--- src/rtl/sbox6_layer_seq.sv ---
// sbox6_layer_seq: applies the 6-bit power-13 S-box to every 6-bit lane of a
// wide state. One S-box instance is shared across the lanes, one lane per cycle.
// Field: GF(2^6) with reduction polynomial x^6 + x + 1, so S(x) = x^13 there.
//
// Handshake: a transfer happens on a rising clk edge where valid and ready are
// both high. The producer holds data stable while valid is high and ready is
// low. in_ready is high only in IDLE. out_valid is high only in DONE, and
// out_data stays stable until the transfer completes.
module sbox6_layer_seq #(
  parameter int LANES = 8,
  parameter int PIPE  = 0
) (
  input  logic                 clk,
  input  logic                 rst,
  input  logic                 in_valid,
  output logic                 in_ready,
  input  logic [6*LANES-1:0]   in_data,
  input  logic [LANES-1:0]     in_mask,
  output logic                 out_valid,
  input  logic                 out_ready,
  output logic [6*LANES-1:0]   out_data,
  output logic                 busy
);

  localparam int W  = 6 * LANES;
  localparam int CW = $clog2(LANES + 2);
  localparam logic [CW-1:0] LANES_C = CW'(LANES);
  localparam logic [CW-1:0] LAST_M1 = CW'(LANES + PIPE - 1);

  typedef enum logic [1:0] {IDLE, RUN, DONE} state_e;

  // Carry-less 6x6 product followed by reduction by x^6 + x + 1.
  function automatic logic [5:0] gf_mul(input logic [5:0] a, input logic [5:0] b);
    logic [10:0] p;
    p = '0;
    for (int i = 0; i < 6; i++) begin
      if (b[i]) p = p ^ ({5'b0, a} << i);
    end
    for (int i = 10; i >= 6; i--) begin
      if (p[i]) p = p ^ (11'h043 << (i - 6));
    end
    return p[5:0];
  endfunction

  // x^13 = x^8 * x^4 * x, built from three squarings and two products.
  function automatic logic [5:0] sbox(input logic [5:0] x);
    logic [5:0] x2, x4, x8, x12;
    x2  = gf_mul(x, x);
    x4  = gf_mul(x2, x2);
    x8  = gf_mul(x4, x4);
    x12 = gf_mul(x8, x4);
    return gf_mul(x12, x);
  endfunction

  state_e          state_q, state_d;
  logic [W-1:0]    sh_q, sh_d;
  logic [LANES-1:0] mk_q, mk_d;
  logic [CW-1:0]   iss_q, iss_d;
  logic [CW-1:0]   wb_q, wb_d;
  logic [5:0]      pipe_q, pipe_d;
  logic [W-1:0]    out_q, out_d;
  logic            in_ready_q, in_ready_d;
  logic            out_valid_q, out_valid_d;
  logic            busy_q, busy_d;

  logic [5:0]      lane_in;
  logic [5:0]      lane_sub;
  logic [5:0]      wb_lane;

  // Shared S-box on the low lane; the lane bypasses it when its mask bit is 0.
  always_comb begin
    lane_in  = sh_q[5:0];
    lane_sub = mk_q[0] ? sbox(lane_in) : lane_in;
    wb_lane  = (PIPE != 0) ? pipe_q : lane_sub;
  end

  // Next-state logic: capture in IDLE, rotate/substitute in RUN, hold in DONE.
  // With PIPE=1 the first write-back carries a stale lane into the top slot;
  // the extra (LANES+1)th rotation pushes it out the bottom again.
  always_comb begin
    state_d     = state_q;
    sh_d        = sh_q;
    mk_d        = mk_q;
    iss_d       = iss_q;
    wb_d        = wb_q;
    pipe_d      = pipe_q;
    out_d       = out_q;
    in_ready_d  = in_ready_q;
    out_valid_d = out_valid_q;
    busy_d      = busy_q;
    case (state_q)
      IDLE: begin
        if (in_valid && in_ready_q) begin
          sh_d       = in_data;
          mk_d       = in_mask;
          iss_d      = '0;
          wb_d       = '0;
          pipe_d     = '0;
          state_d    = RUN;
          in_ready_d = 1'b0;
          busy_d     = 1'b1;
        end
      end
      RUN: begin
        sh_d = {wb_lane, sh_q[W-1:6]};
        if (iss_q != LANES_C) begin
          mk_d   = {mk_q[0], mk_q[LANES-1:1]};
          iss_d  = iss_q + CW'(1);
          pipe_d = lane_sub;
        end
        wb_d = wb_q + CW'(1);
        if (wb_q == LAST_M1) begin
          state_d     = DONE;
          out_d       = {wb_lane, sh_q[W-1:6]};
          out_valid_d = 1'b1;
        end
      end
      DONE: begin
        if (out_ready) begin
          state_d     = IDLE;
          out_valid_d = 1'b0;
          busy_d      = 1'b0;
          in_ready_d  = 1'b1;
        end
      end
      default: begin
        state_d     = IDLE;
        out_valid_d = 1'b0;
        busy_d      = 1'b0;
        in_ready_d  = 1'b1;
      end
    endcase
  end

  // State and datapath registers; reset aborts any operation in flight.
  always_ff @(posedge clk or posedge rst) begin
    if (rst) begin
      state_q     <= IDLE;
      sh_q        <= '0;
      mk_q        <= '0;
      iss_q       <= '0;
      wb_q        <= '0;
      pipe_q      <= '0;
      out_q       <= '0;
      in_ready_q  <= 1'b1;
      out_valid_q <= 1'b0;
      busy_q      <= 1'b0;
    end else begin
      state_q     <= state_d;
      sh_q        <= sh_d;
      mk_q        <= mk_d;
      iss_q       <= iss_d;
      wb_q        <= wb_d;
      pipe_q      <= pipe_d;
      out_q       <= out_d;
      in_ready_q  <= in_ready_d;
      out_valid_q <= out_valid_d;
      busy_q      <= busy_d;
    end
  end

  assign in_ready  = in_ready_q;
  assign out_valid = out_valid_q;
  assign out_data  = out_q;
  assign busy      = busy_q;

endmodule

--- config.mk ---
export PLATFORM = sky130hd
export DESIGN_NAME = sbox6_layer_seq
export DESIGN_NICKNAME = d
export VERILOG_FILES = /design/src/rtl/sbox6_layer_seq.sv
export SDC_FILE = /design/constraint.sdc
export NUM_CORES = 1
export LEC_CHECK = 0
export CAP_MARGIN = 0
export CORE_MARGIN = 2
export CORE_UTILIZATION = 45
export CTS_CLUSTER_DIAMETER = 50
export DETAILED_ROUTE_END_ITERATION = 6
export DONT_BUFFER_PORTS = 1
export HOLD_SLACK_MARGIN = 0.06
export PLACE_DENSITY = 0.66
export SLEW_MARGIN = 15
export SYNTH_ARGS = -nofsm -noshare
export SYNTH_HDL_FRONTEND = slang
export SYNTH_SLANG_ARGS = --single-unit
--- constraint.sdc ---
create_clock -name clk -period 6.2 [get_ports clk]
set_input_delay 1.24 -clock clk [delete_from_list [all_inputs] [get_ports clk]]
set_output_delay 1.24 -clock clk [all_outputs]
set_load 0.02 [all_outputs]
==> results of run 1 <==
registers in the layout (all words and copies together) (netlist names):
signal,cells
busy,1
in_ready,1
iss_q,4
mk_q,8
out_data,48
out_valid,1
sh_q,48
state_q,2
wb_q,4
per-layer routing:
layer / GRT usage [%] / share of wire [%] / vias up
met5: 0 / 0 / -
met4: 6.61 / 1.7 / 0
met3: 7.19 / 6.6 / 26
met2: 36.2 / 48 / 145
met1: 28.2 / 43 / 2669
li1: - / - / 2590
worst max-delay path, cell delays in order (launching register included):
cell       delay [ps]
dfrtp_1          1010
xnor2_1           310
xnor2_1           200
ha_1              570
nor3b_1           130
a2111oi_2         370
a31oi_1           130
or4_4             610
nand3_2           100
xnor3_1           350
xnor2_2           210
xnor3_1           450
mux2i_1           130
a21o_1            230
a21oi_1           140
cell usage in the layout (no fill, tap or decap), types with 3 or more instances in the layout:
cell type,count
a21boi_0,3
o31ai_1,5
inv_1,5
mux2_2,3
a21oi_1,21
ha_1,4
o22a_1,4
xnor3_1,7
nand3b_1,3
xor2_1,15
a311oi_1,4
nor2b_1,5
or3_1,4
nand2_1,272
nor3b_1,3
o211ai_1,3
xnor2_1,28
a31oi_1,54
nor2_1,80
nor3_1,5
bufinv_16,3
nand3_1,7
nand2b_1,9
o21ai_0,17
buf_4,9
mux2i_1,9
clkinv_4,5
clkbuf_16,17
dfrtp_1,116
a22o_1,3
area by class of cell:
class,count,area share (%)
sequential,117,40.7
tap,180,3.13
multi-input combinational,612,46.2
inverter,7,0.400
clock inverter,14,2.45
clock buffer,18,6.11
timing repair buffer,9,0.939
cells by family (layout without fill, tap and decap cells):
logic type | count (synthesis) | count (layout) | share of synthesized area, %
AOI/OAI and AO/OA | 139 | 139 | 14.0
DFF | 117 | 117 | 45.0
adders and majority gates | 4 | 4 | 0.769
xor gates and xnor gates | 51 | 51 | 8.46
buffers and inverters | 67 | 48 | 4.35
and+or+nand+nor | 406 | 406 | 25.5
muxes | 12 | 12 | 1.90
stage by stage:
stage	cells	worst slack [ps]
after detailed placement	925	1270
after global routing	957	822
final	957	1160
after floorplan	796	1760
after CTS	957	1190
after global placement	925	1450
path summary, 6_finish.rpt:
kind / startpoint / end / depth (start not counted)
max in group asynchronous: rst / sh_q[25]$_DFFE_PP0P_ / 2
worst min-delay path: sh_q[8]$_DFFE_PP0P_ / out_data[2]$_DFFE_PP0P_ / 2
worst max register to register: sh_q[0]$_DFFE_PP0P_ / sh_q[43]$_DFFE_PP0P_ / 14
worst min register to register: sh_q[8]$_DFFE_PP0P_ / out_data[2]$_DFFE_PP0P_ / 2
min in group asynchronous: rst / out_data[41]$_DFFE_PP0P_ / 1
worst max-delay path: sh_q[0]$_DFFE_PP0P_ / sh_q[43]$_DFFE_PP0P_ / 14
==> results.yml, run 1 <==
clocking:
  h-tree-depth: 4
  clk_path_buf_depth: 2
  cts_sinks: 117
  root_buffer: "clkbuf_16"
  insertion_delay_ps: 410
  cts_setup_buffers: 0
  cts_tree: "yes"
  cts_hold_buffers: 0
  cts_buffers: 17
  postCtsResizedCells: 0
  clkSlewWorstSetupHoldPaths_ps: 60
global_route:
  antenna_found_initial: 0
  grt_pass1_wl_mm: 28.1
  grt_usage_pct: 22.2
  grt.overflow.total: 0
  grt_max_degree: 81
  grt_pass1_vias: 5493
final_layout:
  finish.utilization_pct: 51.4
  stdcell_area_um2: 7190
  syn2layout_area_growth_pct: 10.5
  nets: 828
  antenna-diode-count: 0
  seq_area_um2: 2930
  layout-drive-gt1-share_pct: 7.72
  final.fill_count: 1311
  multi_input_area_um2: 3330
floorplan:
  die_area_um2: 15400
  start_util_pct: 46.5
  rows: 43
  die_x_um: 124
  pin_count: 111
  core_um2: 14000
  die_y_um: 124
logic_synthesis:
  ys_ff_latch: 117
  synth_area_leaders: "dfrtp_1 (45%), nand2_1 (16%), a31oi_1 (5.2%)"
  synth_edf_count: 0
  syn_area_um2: 6510
  synth_nets: 860
  yosysMostFrequentCell: "nand2_1"
  synthArstFlopShare_pct: 100
  yosysSeqAreaShare_pct: 45.0
  yosys_warnings: 0
  synth.distinct_cells: 61
  synth_top_cell_area_share_pct: 44.6
  avgSynthCellArea_um2: 8.17
  synthFlopType: "dfrtp_1"
  synth_cells: 796
  yosys.area.top_type: "dfrtp_1"
  yosys-top-cells-count: "nand2_1 (274), dfrtp_1 (116), nor2_1 (82)"
place:
  dp_hpwl_mm: 10.7
  place_congestion: 0.857
  io_buffers: 0
  placed_area_um2: 6570
detailed_routing:
  drc: 0
  drtIter0Drc: 299
  routed_via_density: 5.67
  avgRoutedWirePerCell_um: 17.4
  drt_pre_antenna_iters: 5
  drt-total-wl_mm: 16.6
  vias: 5430
  ant_nets: 0
min_path:
  hold_path.class: "flip-flop to flip-flop"
timing:
  rsz0062_at_grt: "no"
  hold_violations: 0
  period_needed_ps: 5040
  fmax_mhz: 198
  skew_ps: 10.4
  worstMarginPinSlew_ps: 1210
  setup_viol: 0
  maxSlewViolCount: 0
  holdWs_ps: 503
  relSlewSlack_pct: 19.4
  post-route-period-util_pct: 81.3
  tns_ps: 0
critical_path:
  rrSetupSlack_ps: 1160
  arrival_ps: 5370
  path_class: "flip-flop to flip-flop"
  critPathCaptureType: "flip-flop"
  crit_required_ps: 6530
  crit_path_max_fanout: 28
  start_kind: "flip-flop"
run:
  drv_cap: 0
run_status:
  status: "completed"
Power of run 1 is left out: the tool's default activity adds up to more than one toggle a clock period on the data nets, which glitch-free logic cannot reach.
==> run 2: changes to the inputs <==
- PLACE_DENSITY: 0.66 -> 0.68
- clock period: 6.2 -> 4.4 ns (I/O delays scaled with it)
==> run 2 against run 1 <==
Clock skew shrank 2.5 ps. Fmax is 25% higher. Via count rose by 0.26%. Clock-buffer cell count rose by 2. Cell count rose by 0.63%. Setup slack lost 790 ps. Wire length shrank 2.1%. First-iteration DRC count is 58% higher.
==> results.yml, run 2 (synthesized netlist as in run 1, its figures left out) <==
timing:
  hold_violations: 0
  tns_ps: 0
  rsz0062_at_grt: "no"
  period_needed_ps: 4030
  maxSlewViolCount: 0
  setup_viol: 0
  worstMarginPinSlew_ps: 986
  relSlewSlack_pct: 34.1
  finalWorstSetupSlack_ps: 368
  fmax_mhz: 248
  skew_ps: 7.95
  post-route-period-util_pct: 91.6
  holdWs_ps: 498
critical_path:
  timing.rr.end: "sh_q[44]$_DFFE_PP0P_"
  rrSetupSlack_ps: 370
  r2r-start: "sh_q[0]$_DFFE_PP0P_"
  startpoint: "sh_q[0]$_DFFE_PP0P_"
  path_class: "flip-flop to flip-flop"
  worstRegToRegCells: 15
  arrival_ps: 4320
  start_kind: "flip-flop"
  crit_path_max_fanout: 9
  crit_required_ps: 4690
  critPathCaptureType: "flip-flop"
clocking:
  cts_tree: "yes"
  cts_setup_buffers: 0
  insertion_delay_ps: 410
  cts_buffers: 17
  cts_hold_buffers: 0
  root_buffer: "clkbuf_16"
  cts_sinks: 117
  clk_path_buf_depth: 2
  postCtsResizedCells: 0
  h-tree-depth: 4
  clkSlewWorstSetupHoldPaths_ps: 50
global_route:
  globalRoute.busiestLayer: "met2"
  grt_pass1_wl_mm: 27.0
  grt_max_degree: 73
  grt_usage_pct: 21.4
  grt.overflow.total: 0
  antenna_found_initial: 1
  gr-usage-met3_pct: 6.93
  use_met2_pct: 33.2
  use_met1_pct: 28.3
  grt_pass1_vias: 5330
final_layout:
  final.fill_count: 1282
  finish.utilization_pct: 51.4
  nets: 836
  final_cell_mix: "nand2_1 (273), dfrtp_1 (116), nor2_1 (80), a31oi_1 (54), xnor2_1 (28)"
  layout-drive-gt1-share_pct: 7.93
  syn2layout_area_growth_pct: 10.4
  final_common_cell: "nand2_1"
detailed_routing:
  vias: 5444
  avgRoutedWirePerCell_um: 16.9
  drt-total-wl_mm: 16.3
  ant_nets: 0
  drt_pre_antenna_iters: 5
  drtIter0Drc: 472
  routed_via_density: 5.65
  drc: 0
place:
  io_buffers: 0
  dpl_worst_slack_ps: 400
  place_congestion: 0.916
  dp_hpwl_mm: 10.8
floorplan:
  die_area_um2: 15400
  die_x_um: 124
  start_util_pct: 46.5
  die_y_um: 124
  core_um2: 14000
  rows: 43
  pin_count: 111
min_path:
  min_path_cells: 2
  hold_start: "sh_q[31]$_DFFE_PP0P_"
  hold_path.class: "flip-flop to flip-flop"
  hold_end: "out_data[25]$_DFFE_PP0P_"
run:
  drv_cap: 0
run_status:
  status: "completed"
## run 2: cell types whose count changed in the layout (fill, tap and decap cells not counted), sizes merged
cell / delta
buf: +8
bufinv: -2
clkbuf: +2
clkinv: -1
diode: +1
inv: -2
## run 2: layout make-up
cell class / instances / area [um^2] / area share [%]
clock inverter: 9 / 82.6 / 1.15
antenna: 1 / 2.50 / 0.0348
tap: 180 / 225 / 3.13
sequential: 117 / 2930 / 40.8
clock buffer: 20 / 457 / 6.36
timing repair buffer: 17 / 140 / 1.95
inverter: 7 / 28.8 / 0.401
multi-input combinational: 612 / 3320 / 46.2
## run 2: how the worst max path moves through the flow
stage                      endpoint  cells after the start
3_3_place_gp   sh_q[43]$_DFFE_PP0P_                     14
3_5_place_dp   sh_q[44]$_DFFE_PP0P_                     15
4_1_cts        sh_q[44]$_DFFE_PP0P_                     15
5_1_grt        sh_q[44]$_DFFE_PP0P_                     15
2_1_floorplan  sh_q[43]$_DFFE_PP0P_                     18
6_report       sh_q[44]$_DFFE_PP0P_                     15
## run 2: per-stage QoR
stage / instance area, um^2 / cells
after floorplan: 6510 / 796
after global placement: 6640 / 933
after CTS: 7180 / 962
after detailed placement: 6640 / 933
after global routing: 7180 / 963
final: 7180 / 963
## run 2: layer usage
layer  wire [um]  share of wire, %
met1        7120                44
met2        7650                47
met3        1210               7.4
met4         310               1.9
met5           0                 0
## run 2: critical path: stages (launching register included)
cell and delay [ps]:
dfrtp_1 390, xnor2_1 230, xnor2_1 150, ha_1 300, buf_4 200, xnor2_1 360
mux2_2 380, o21ai_0 140, a32oi_1 130, a21boi_0 220, xnor3_1 440, xnor2_1 210
xnor2_1 190, mux2i_1 200, o21ai_0 140, a22o_1 240
Power of run 2 is left out for the same reason.
==> run 3: changes to the inputs <==
- CORE_ASPECT_RATIO: unset -> 0.6
==> run 3 against run 2 <==
Register-to-register slack got worse by 99 ps. First-iteration DRC count rose by 21%. Highest routed layer unchanged. Critical endpoint is now sh_q[43]$_DFFE_PP0P_. Clock-buffer cell count decreased by 2. Non-clock buffer count unchanged. Clock skew increased by 3.2 ps. Critical path type unchanged.
==> results.yml, run 3 (synthesized netlist as in run 1, its figures left out) <==
floorplan:
  core_um2: 13900
  rows: 33
  start_util_pct: 46.9
  die_area_um2: 15500
  die_x_um: 159
  pin_count: 111
  die_y_um: 97.1
detailed_routing:
  drt-total-wl_mm: 17.5
  avgRoutedWirePerCell_um: 18.0
  routed_via_density: 5.72
  drc: 0
  ant_nets: 0
  drt_pre_antenna_iters: 5
  drtIter0Drc: 573
  vias: 5588
run_status:
  status: "completed"
place:
  io_buffers: 0
  dp_cells: 945
  placed_area_um2: 6650
  place_congestion: 0.959
  dp_hpwl_mm: 11.9
clocking:
  clk_path_buf_depth: 2
  root_buffer: "clkbuf_16"
  insertion_delay_ps: 410
  cts_buffers: 17
  clkSlewWorstSetupHoldPaths_ps: 60
  h-tree-depth: 4
  cts_tree: "yes"
  cts_setup_buffers: 0
  postCtsResizedCells: 0
  cts_sinks: 117
  cts_hold_buffers: 0
min_path:
  hold_path.class: "input pin to async pin"
timing:
  tns_ps: 0
  skew_ps: 11.1
  maxSlewViolCount: 0
  worstMarginPinSlew_ps: 953
  period_needed_ps: 4130
  fmax_mhz: 242
  relSlewSlack_pct: 36.3
  setup_viol: 0
  holdWs_ps: 207
  post-route-period-util_pct: 93.9
  rsz0062_at_grt: "no"
  hold_violations: 0
final_layout:
  stdcell_area_um2: 7310
  layout-drive-gt1-share_pct: 8.54
  final_cell_mix: "nand2_1 (272), dfrtp_1 (116), nor2_1 (80), a31oi_1 (54), xnor2_1 (28)"
  syn2layout_area_growth_pct: 12.3
  final_common_cell: "nand2_1"
  antenna-diode-count: 0
  nets: 836
  stdcell_count: 977
global_route:
  grt.overflow.total: 0
  grt_max_degree: 61
  grt_pass1_wl_mm: 29.0
  grt_pass1_vias: 5471
  antenna_found_initial: 0
  grt_usage_pct: 23.4
critical_path:
  crit_required_ps: 4730
  worstRegToRegCells: 15
  r2r-start: "sh_q[0]$_DFFE_PP0P_"
  rrSetupSlack_ps: 270
  start_kind: "flip-flop"
  path_class: "flip-flop to flip-flop"
  crit_path_max_fanout: 9
  arrival_ps: 4470
  timing.rr.end: "sh_q[43]$_DFFE_PP0P_"
  critPathCaptureType: "flip-flop"
run:
  drv_cap: 0
[run 3: cell count changes in the layout (fill, tap and decap cells not counted), moves of 2 or more]
cell / delta
clkinv_4: +2
bufinv_16: +4
clkinv_2: -3
inv_6: +2
[run 3: layout make-up]
cell class              count  area, um^2
flip-flops and latches    117        2930
repair buffers             17         128
clock inverters            14         223
inverters                   7        28.8
fillers                  1292        6560
multi-input cells         612        3320
well taps                 192         240
clock buffers              18         439
[run 3: per-layer routing]
layer | vias to the layer above | GRT usage, % | part of all wire, %
li1 | 2615 | - | -
met1 | 2727 | 32.9 | 47
met2 | 224 | 34.7 | 43
met3 | 22 | 7.47 | 9.2
met4 | 0 | 6.29 | 1.1
met5 | - | 0 | 0
[run 3: critical path, cell delays in order (launching register included)]
cell	delay [ps]
dfrtp_1	380
xnor2_1	260
xnor2_1	160
ha_1	300
buf_4	200
xnor2_1	370
mux2_2	380
o21ai_0	160
a32oi_1	130
a21boi_0	300
xor2_1	250
xnor2_1	220
xnor3_1	410
mux2i_1	140
a21o_1	240
a21oi_1	150
[run 3: stage by stage]
stage | utilization (%) | setup WS [ps]
finish | 52.7 | 269
global route | 52.7 | 23.2
CTS | 52.7 | 320
detailed placement | 47.9 | 377
global placement | 47.9 | 502
floorplan | - | 84.9
[run 3: how the worst max path moves through the flow]
stage	from	to	slack, ps	depth (start not counted)
finish	sh_q[0]$_DFFE_PP0P_	sh_q[43]$_DFFE_PP0P_	270	15
global route	sh_q[0]$_DFFE_PP0P_	sh_q[45]$_DFFE_PP0P_	20	15
CTS	sh_q[0]$_DFFE_PP0P_	sh_q[43]$_DFFE_PP0P_	320	15
detailed placement	sh_q[0]$_DFFE_PP0P_	sh_q[45]$_DFFE_PP0P_	380	15
global placement	sh_q[0]$_DFFE_PP0P_	sh_q[43]$_DFFE_PP0P_	500	14
floorplan	sh_q[4]$_DFFE_PP0P_	sh_q[43]$_DFFE_PP0P_	80	18
Power of run 3 is left out for the same reason.
